**src/rtl/imm_operand_pipe.sv**
```systemverilog
// Pipelined RISC-V immediate generator with a 2-entry skid buffer and a sideband tag.
// Optional build macro IMM_ZICSR_EN adds the CSR uimm (ZTYPE, code 3'd6) immediate.
module imm_operand_pipe #(
  parameter int XLEN  = 32,
  parameter int TAG_W = 32
) (
  input  logic             clk,
  input  logic             rst_n,
  input  logic             flush,
  input  logic             in_valid,
  output logic             in_ready,
  input  logic [24:0]      In,
  input  logic [2:0]       Type,
  input  logic [TAG_W-1:0] in_tag,
  output logic             out_valid,
  input  logic             out_ready,
  output logic [XLEN-1:0]  out_imm,
  output logic [TAG_W-1:0] out_tag,
  output logic             out_ill
);

  localparam logic [2:0] RTYPE = 3'd0;
  localparam logic [2:0] ITYPE = 3'd1;
  localparam logic [2:0] STYPE = 3'd2;
  localparam logic [2:0] BTYPE = 3'd3;
  localparam logic [2:0] UTYPE = 3'd4;
  localparam logic [2:0] JTYPE = 3'd5;
  localparam logic [2:0] ZTYPE = 3'd6;

  if ((XLEN != 32) && (XLEN != 64)) begin : g_bad_xlen
    $error("imm_operand_pipe: XLEN must be 32 or 64");
  end

  // Returns {ill, imm}; every format is built as a 32-bit value, then sign-extended to XLEN.
  function automatic logic [XLEN:0] decode_imm(input logic [24:0] in_bits, input logic [2:0] typ);
    logic [31:0] ins;
    logic [31:0] v;
    logic        ill;
    ins = {in_bits, 7'd0};
    v   = 32'd0;
    ill = 1'b0;
    case (typ)
      RTYPE: v = 32'd0;
      ITYPE: v = 32'($signed(ins[31:20]));
      STYPE: v = 32'($signed({ins[31:25], ins[11:7]}));
      BTYPE: v = 32'($signed({ins[31], ins[7], ins[30:25], ins[11:8], 1'b0}));
      UTYPE: v = {ins[31:12], 12'd0};
      JTYPE: v = 32'($signed({ins[31], ins[19:12], ins[20], ins[30:21], 1'b0}));
`ifdef IMM_ZICSR_EN
      ZTYPE: v = {27'd0, ins[19:15]};
`endif
      default: begin
        v   = 32'd0;
        ill = 1'b1;
      end
    endcase
    return {ill, XLEN'($signed(v))};
  endfunction

  logic             r_m_valid;
  logic [XLEN-1:0]  r_m_imm;
  logic [TAG_W-1:0] r_m_tag;
  logic             r_m_ill;
  logic             r_s_valid;
  logic [XLEN-1:0]  r_s_imm;
  logic [TAG_W-1:0] r_s_tag;
  logic             r_s_ill;

  logic             w_accept;
  logic             w_m_free;
  logic [XLEN:0]    w_dec;

  assign w_accept = in_valid & ~r_s_valid;
  assign w_m_free = ~r_m_valid | out_ready;

  // Decode on the input side so entries are stored already extended.
  always_comb begin
    w_dec = '0;
    w_dec = decode_imm(In, Type);
  end

  // Main/skid register update; M refills from S first to keep FIFO order.
  always_ff @(posedge clk) begin
    if (!rst_n) begin
      r_m_valid <= 1'b0;
      r_m_imm   <= '0;
      r_m_tag   <= '0;
      r_m_ill   <= 1'b0;
      r_s_valid <= 1'b0;
      r_s_imm   <= '0;
      r_s_tag   <= '0;
      r_s_ill   <= 1'b0;
    end else if (flush) begin
      r_m_valid <= 1'b0;
      r_s_valid <= 1'b0;
    end else if (w_m_free) begin
      if (r_s_valid) begin
        r_m_valid <= 1'b1;
        r_m_imm   <= r_s_imm;
        r_m_tag   <= r_s_tag;
        r_m_ill   <= r_s_ill;
        r_s_valid <= 1'b0;
      end else if (w_accept) begin
        r_m_valid <= 1'b1;
        r_m_imm   <= w_dec[XLEN-1:0];
        r_m_tag   <= in_tag;
        r_m_ill   <= w_dec[XLEN];
      end else begin
        r_m_valid <= 1'b0;
      end
    end else if (w_accept) begin
      r_s_valid <= 1'b1;
      r_s_imm   <= w_dec[XLEN-1:0];
      r_s_tag   <= in_tag;
      r_s_ill   <= w_dec[XLEN];
    end else begin
      r_s_valid <= r_s_valid;
    end
  end

  assign in_ready  = ~r_s_valid;
  assign out_valid = r_m_valid;
  assign out_imm   = r_m_imm;
  assign out_tag   = r_m_tag;
  assign out_ill   = r_m_ill;

endmodule

```
**config.mk**
```make
export PLATFORM = sky130hd
export DESIGN_NAME = imm_operand_pipe
export DESIGN_NICKNAME = d
export VERILOG_FILES = /design/src/rtl/imm_operand_pipe.sv
export SDC_FILE = /design/constraint.sdc
export NUM_CORES = 1
export LEC_CHECK = 0
export CAP_MARGIN = 5
export CORE_MARGIN = 2
export CORE_UTILIZATION = 45
export DETAILED_ROUTE_END_ITERATION = 8
export PLACE_DENSITY = 0.76
export SYNTH_ARGS = -nofsm -noshare
export SYNTH_HDL_FRONTEND = slang
export SYNTH_SLANG_ARGS = --single-unit
```
**constraint.sdc**
```tcl
create_clock -name clk -period 1.9 [get_ports clk]
set_input_delay 0.38 -clock clk [delete_from_list [all_inputs] [get_ports clk]]
set_output_delay 0.38 -clock clk [all_outputs]
set_load 0.05 [all_outputs]
```
Word level (Yosys, flattened, before mapping) --
Index checks and enable logic that the tools add are counted. W data, S select, Z words.
Word-level totals: register bits 132, input bits 65, output and inout port bits 67
Operators by class: equality and inequality tests 5, muxes and demuxes 10, bitwise gates (word level) 7, reduce and logical (&&, ||, !) cells 7
Operators by type and width (number):
- $pmux W32 S5 | 1
- $mux W32 | 4
- $eq A3 B2 Y1 const B | 2
- $eq A3 B3 Y1 const B | 2
- $reduce_and A3 Y1 | 2
- $reduce_or A6 Y1 | 1
- $mux W1 | 5
- $not A1 Y1 | 5
- $eq A3 B1 Y1 const B | 1
- $logic_not A3 Y1 | 1
- $reduce_or A3 Y1 | 1
- $reduce_bool A2 Y1 | 1
- $reduce_or A2 Y1 | 1
- $and A1 B1 Y1 | 1
- $or A1 B1 Y1 | 1

Longest topological paths before layout --
word-level depth 5, gate-level depth with buffers 8, gate-level depth less buffers 5

Worst setup path after synthesis --
No wires, ideal clock.
kind register to register, from register r_m_valid, in the netlist out_valid, to register r_s_imm[21], setup time 0.133 ns, data arrival time 1.755 ns, required time 1.767 ns, setup slack 0.013 ns, cell stages (with the launch flop) 8, clock period less this slack 1.887 ns, cells stage by stage dfxtp_1 -> nand2b_1 -> or3_1 -> clkbuf_1 -> buf_6 -> buf_2 -> a21oi_1 -> a21oi_1
On the way: longest elaborated chain between the ends 4
Ends and longest elaborated chain:
- from (decl) | RTL line 60 | logic r_m_valid;
- from (signal assigned) | RTL line 85 | r_m_valid <= 1'b0;
- from (signal assigned) | RTL line 94 | r_m_valid <= 1'b0;
- from (signal assigned) | RTL line 98 | r_m_valid <= 1'b1;
- $not A1 Y1 | RTL line 74 | assign w_m_free = ~r_m_valid | out_ready;
- $or A1 B1 Y1 | RTL line 74
- $not A1 Y1 (no source line)
- $reduce_and A3 Y1 (no source line)
- to (signal assigned) | RTL line 113 | r_s_imm <= w_dec[XLEN-1:0];
- to (decl) | RTL line 65 | logic [XLEN-1:0] r_s_imm;
No other way between the ends. A chain may end at the register's enable or synchronous reset.

Final worst setup path --
from input Type[1], to register r_m_imm[15], in the netlist out_imm[15]
On the way: longest elaborated chain between the ends 4, elaborated cells on any way between the ends 8
Ends and longest elaborated chain:
- from (decl) | RTL line 13 | input logic [2:0] Type,
- $eq A3 B3 Y1, or another cell as far along | RTL line 42 | case (typ)
- $pmux W32 S5 (*) | RTL line 42
- $mux W32 (*) | RTL line 103 | end else if (w_accept) begin
- $mux W32 (*) | RTL line 97 | if (r_s_valid) begin
- to (signal assigned) | RTL line 99 | r_m_imm <= r_s_imm;
- to (signal assigned) | RTL line 105 | r_m_imm <= w_dec[XLEN-1:0];
- to (decl) | RTL line 61 | logic [XLEN-1:0] r_m_imm;
Every way passes the cells marked *; elsewhere a longest branch is shown, timed or not. The select of a mux whose other input is x is not followed.

==> results_dict.tcl <==
set metrics [dict create \
    status "completed" \
    cts.path.max_buffers 2 \
    cts-root-buf "clkbuf_16" \
    r2r_start "r_s_valid$_SDFFE_PP0P_" \
    firstDrtPassIters 5 \
    cts_tree "yes" \
    cts_inserted_buffers 17 \
    mostFrequentLayoutCells "168 x nand2_1, 131 x dfxtp_1, 63 x clkdlybuf4s50_1, 56 x dlygate4sd2_1, 42 x buf_4" \
    fp-row-count 41 \
    regArea_mm2 0.00265 \
    grt_use_met2_pct 37.4 \
    cp_max_fo 8 \
    hold_end "out_imm[11]$_SDFFE_PN0P_" \
    reg2reg_to "r_s_tag[28]$_SDFFE_PN0P_" \
    overflow 0 \
    arrival_ns 2.12 \
    holdWs_ns 0.359 \
    ys_seq_elements 132 \
    vias_per_cell 5.49 \
    path_buf_inv 2 \
    place.gp.congestion 0.816 \
    busiest_layer "met2" \
    nNetsFinal 854 \
    p_sw_uw 1760 \
    ys_seq_area_share_pct 45.9 \
    postRouteAntennaNets 0 \
    die_area_mm2 0.0137 \
    die_w_um 117 \
    syn_inst 661 \
    grt_start_max_net_pins 65 \
    core_area_mm2 0.0126 \
    critPathCaptureType "register" \
    worst-setup-path-type "in -> reg" \
    area_delta_synth_final_pct 37.0 \
    ios 132 \
    rsz0062_at_grt "no" \
    cts.htree.levels 4 \
    dp_hpwl_mm 10.1 \
    hold_viol_final 0 \
    start_kind "input pin" \
    cap_violations 0 \
    layout-drive-gt1-share_pct 10.5 \
    cts_sinks 132 \
    cts.clk_slew.worst_paths_ns 0.05 \
    final.min_clock_period_ns 1.83 \
    setup_viol 0 \
    finalCritPeriodShare_pct 96.2 \
    holdPathStages 3 \
    hold_buffers 0 \
    powerDensity_mw_per_mm2 890 \
    antenna_found_initial 0 \
    syn_avg_cell_area_um2 8.70 \
    slew_headroom_pct 65.4 \
    syn_nets 727 \
    path_cells "clkdlybuf4s50_1 > ha_4 > mux2_2 > a31oi_2 > buf_4 > nand2_1 > a32o_1" \
    fmax_mhz 547 \
    gr-usage-all-layers_pct 22.3 \
    multi_input_area_mm2 0.00287 \
    drc 0 \
    final_common_cell "nand2_1" \
    met3_usage_pct 5.82 \
    power_switching_share_pct 25.2 \
    grtUsageMet1_pct 27.6 \
    grt_pass1_wl_mm 24.2 \
    slew_viol_final 0 \
    clock_skew_ns 0.00487 \
    reg2reg_slack_ns 0.23 \
    yosys_warnings 0 \
    seqPwrFrac_pct 41.5 \
    fill_cells 1089 \
    slowest_delay_ns 0.54 \
    leakage_uw 0.00338 \
    dieHeight_um 117 \
    p_total_uw 7010 \
    combPwrFrac_pct 14.4 \
    crit_slowest_cell "clkdlybuf4s50_1" \
    min_path_type "in -> reg" \
    p_clk_share_pct 44.1 \
    drtIter0Drc 435 \
    p_int_uw 5250 \
    postPlaceCellArea_mm2 0.00738 \
    first_global_vias 5088 \
    start_util_pct 45.8 \
    routed_wl_mm 15.1 \
    crit_required_ns 2.19 \
    insertion_delay_ns 0.41 \
    hold_start "rst_n" \
    netlist_area_mm2 0.00575 \
    vias 5339 \
    r2r_cells 5 \
    worst_pin_slew_ns 0.521 \
    fin_area_mm2 0.00788 \
    wl_per_cell_um 15.6 \
    fin_util_pct 62.7 \
    ir_worst_vdd_v 0.000520 \
    path_delay_family "buffers and inverters" \
    synth_cell_type_count 39 \
    port-buffer-count 131 \
]
## per-stage QoR
stage               TNS, ns  setup slack [ns]  instances
floorplan                 0            0.0128        661
global placement     -23.39            -0.339        941
detailed placement   -26.33            -0.383        941
CTS                       0            0.0468        972
global route              0            0.0162        972
finish                    0            0.0729        973
## registers in the layout, indices dropped and copies added, names as in the netlist
| register | count |
|---|---|
| out_imm | 32 |
| out_tag | 32 |
| r_s_imm | 32 |
| r_s_tag | 32 |
| out_ill | 1 |
| out_valid | 1 |
| r_s_ill | 1 |
| r_s_valid | 1 |
## worst max path at each step
stage                                       from                       end  slack, ns  cells after the start
after detailed placement                 Type[1]  out_imm[17]$_SDFFE_PN0P_      -0.38                      7
final                                    Type[1]  out_imm[15]$_SDFFE_PN0P_       0.07                      7
after global placement                   Type[1]  out_imm[17]$_SDFFE_PN0P_      -0.34                      7
after global routing                     Type[1]  out_imm[18]$_SDFFE_PN0P_       0.02                      7
after floorplan           out_valid$_SDFFE_PP0P_  r_s_imm[21]$_SDFFE_PN0P_       0.01                      7
after CTS                                Type[1]  out_imm[15]$_SDFFE_PN0P_       0.05                      7
## repair_timing
item | in CTS | in global routing
setup buffers | 0 | 0
gates resized for setup | 56 | 2
setup endpoints to repair | 56 | 5
hold endpoints to repair | 0 | 0
cloned | 0 | 0
## cell families after synthesis
group	after synthesis	synth area share, %
DFF	132	45.9
AOI/OAI and AO/OA	208	26.6
xor gates and xnor gates	1	0.152
and+or+nand+nor	222	16.3
adders and majority gates	1	0.217
muxes	34	5.94
buffers and inverters	63	4.81
## layer usage
layer | routed length [um] | part of all wire (%)
met5 | 0 | 0
met4 | 297 | 2.0
met3 | 823 | 5.4
met2 | 7410 | 49
met1 | 6610 | 44
## layout make-up
cell class | instances | share of cell area [%]
Sequential cell | 132 | 33.6
Timing Repair Buffer | 169 | 20.2
Multi-Input combinational cell | 466 | 36.4
Inverter | 2 | 0.0953
Tap cell | 172 | 2.73
Clock inverter | 5 | 0.953
Antenna cell | 1 | 0.0318
Clock buffer | 26 | 6.08
## Yosys cell counts
master	count	area, um^2
nor2b_1	5	31.3
nand2_1	168	631
o41ai_1	1	8.76
mux2_2	1	11.3
ha_1	1	12.5
buf_1	3	11.3
nor3_2	2	20.0
buf_6	2	22.5
nor2_1	10	37.5
clkbuf_1	36	135
o22ai_1	4	25.0
nand2b_1	11	68.8
o21ai_0	39	195
a32o_1	8	80.1
nor3_1	5	25.0
inv_1	1	3.75
o211a_1	33	330
a211o_1	2	17.5
nand4b_1	1	8.76
o22ai_2	1	12.5
nand2b_4	1	13.8
a31oi_1	16	100
a211oi_1	2	15.0
nand3_1	16	80.1
o211ai_1	4	30.0
xor2_1	1	8.76
mux2i_1	33	330
or3_1	1	6.26
a21oi_1	25	125
a221oi_1	19	166
clkinv_1	1	3.75
a22o_1	1	8.76
a21boi_0	40	300
o2bb2ai_1	11	96.3
and3b_1	2	17.5
dfxtp_1	132	2640
a21boi_1	1	7.51
buf_2	20	100
a31oi_2	1	12.5
## worst register-to-register path: stages (launching register included)
cell and delay (ns):
dfxtp_4 0.35, nand2b_4 0.14, or3_2 0.62, buf_4 0.28, nand2_1 0.09, a21boi_0 0.08
## power groups by stage
stage | clock (uW) | sequential, uW | combinational, uW
2_1_floorplan | 0 | 3230 | 336
3_3_place_gp | 0 | 2960 | 1030
3_5_place_dp | 0 | 2970 | 1050
4_1_cts | 3150 | 2910 | 1010
5_1_grt | 3280 | 2910 | 1080
6_report | 3090 | 2910 | 1010
Note: power is estimated with default switching activity, not from simulation.
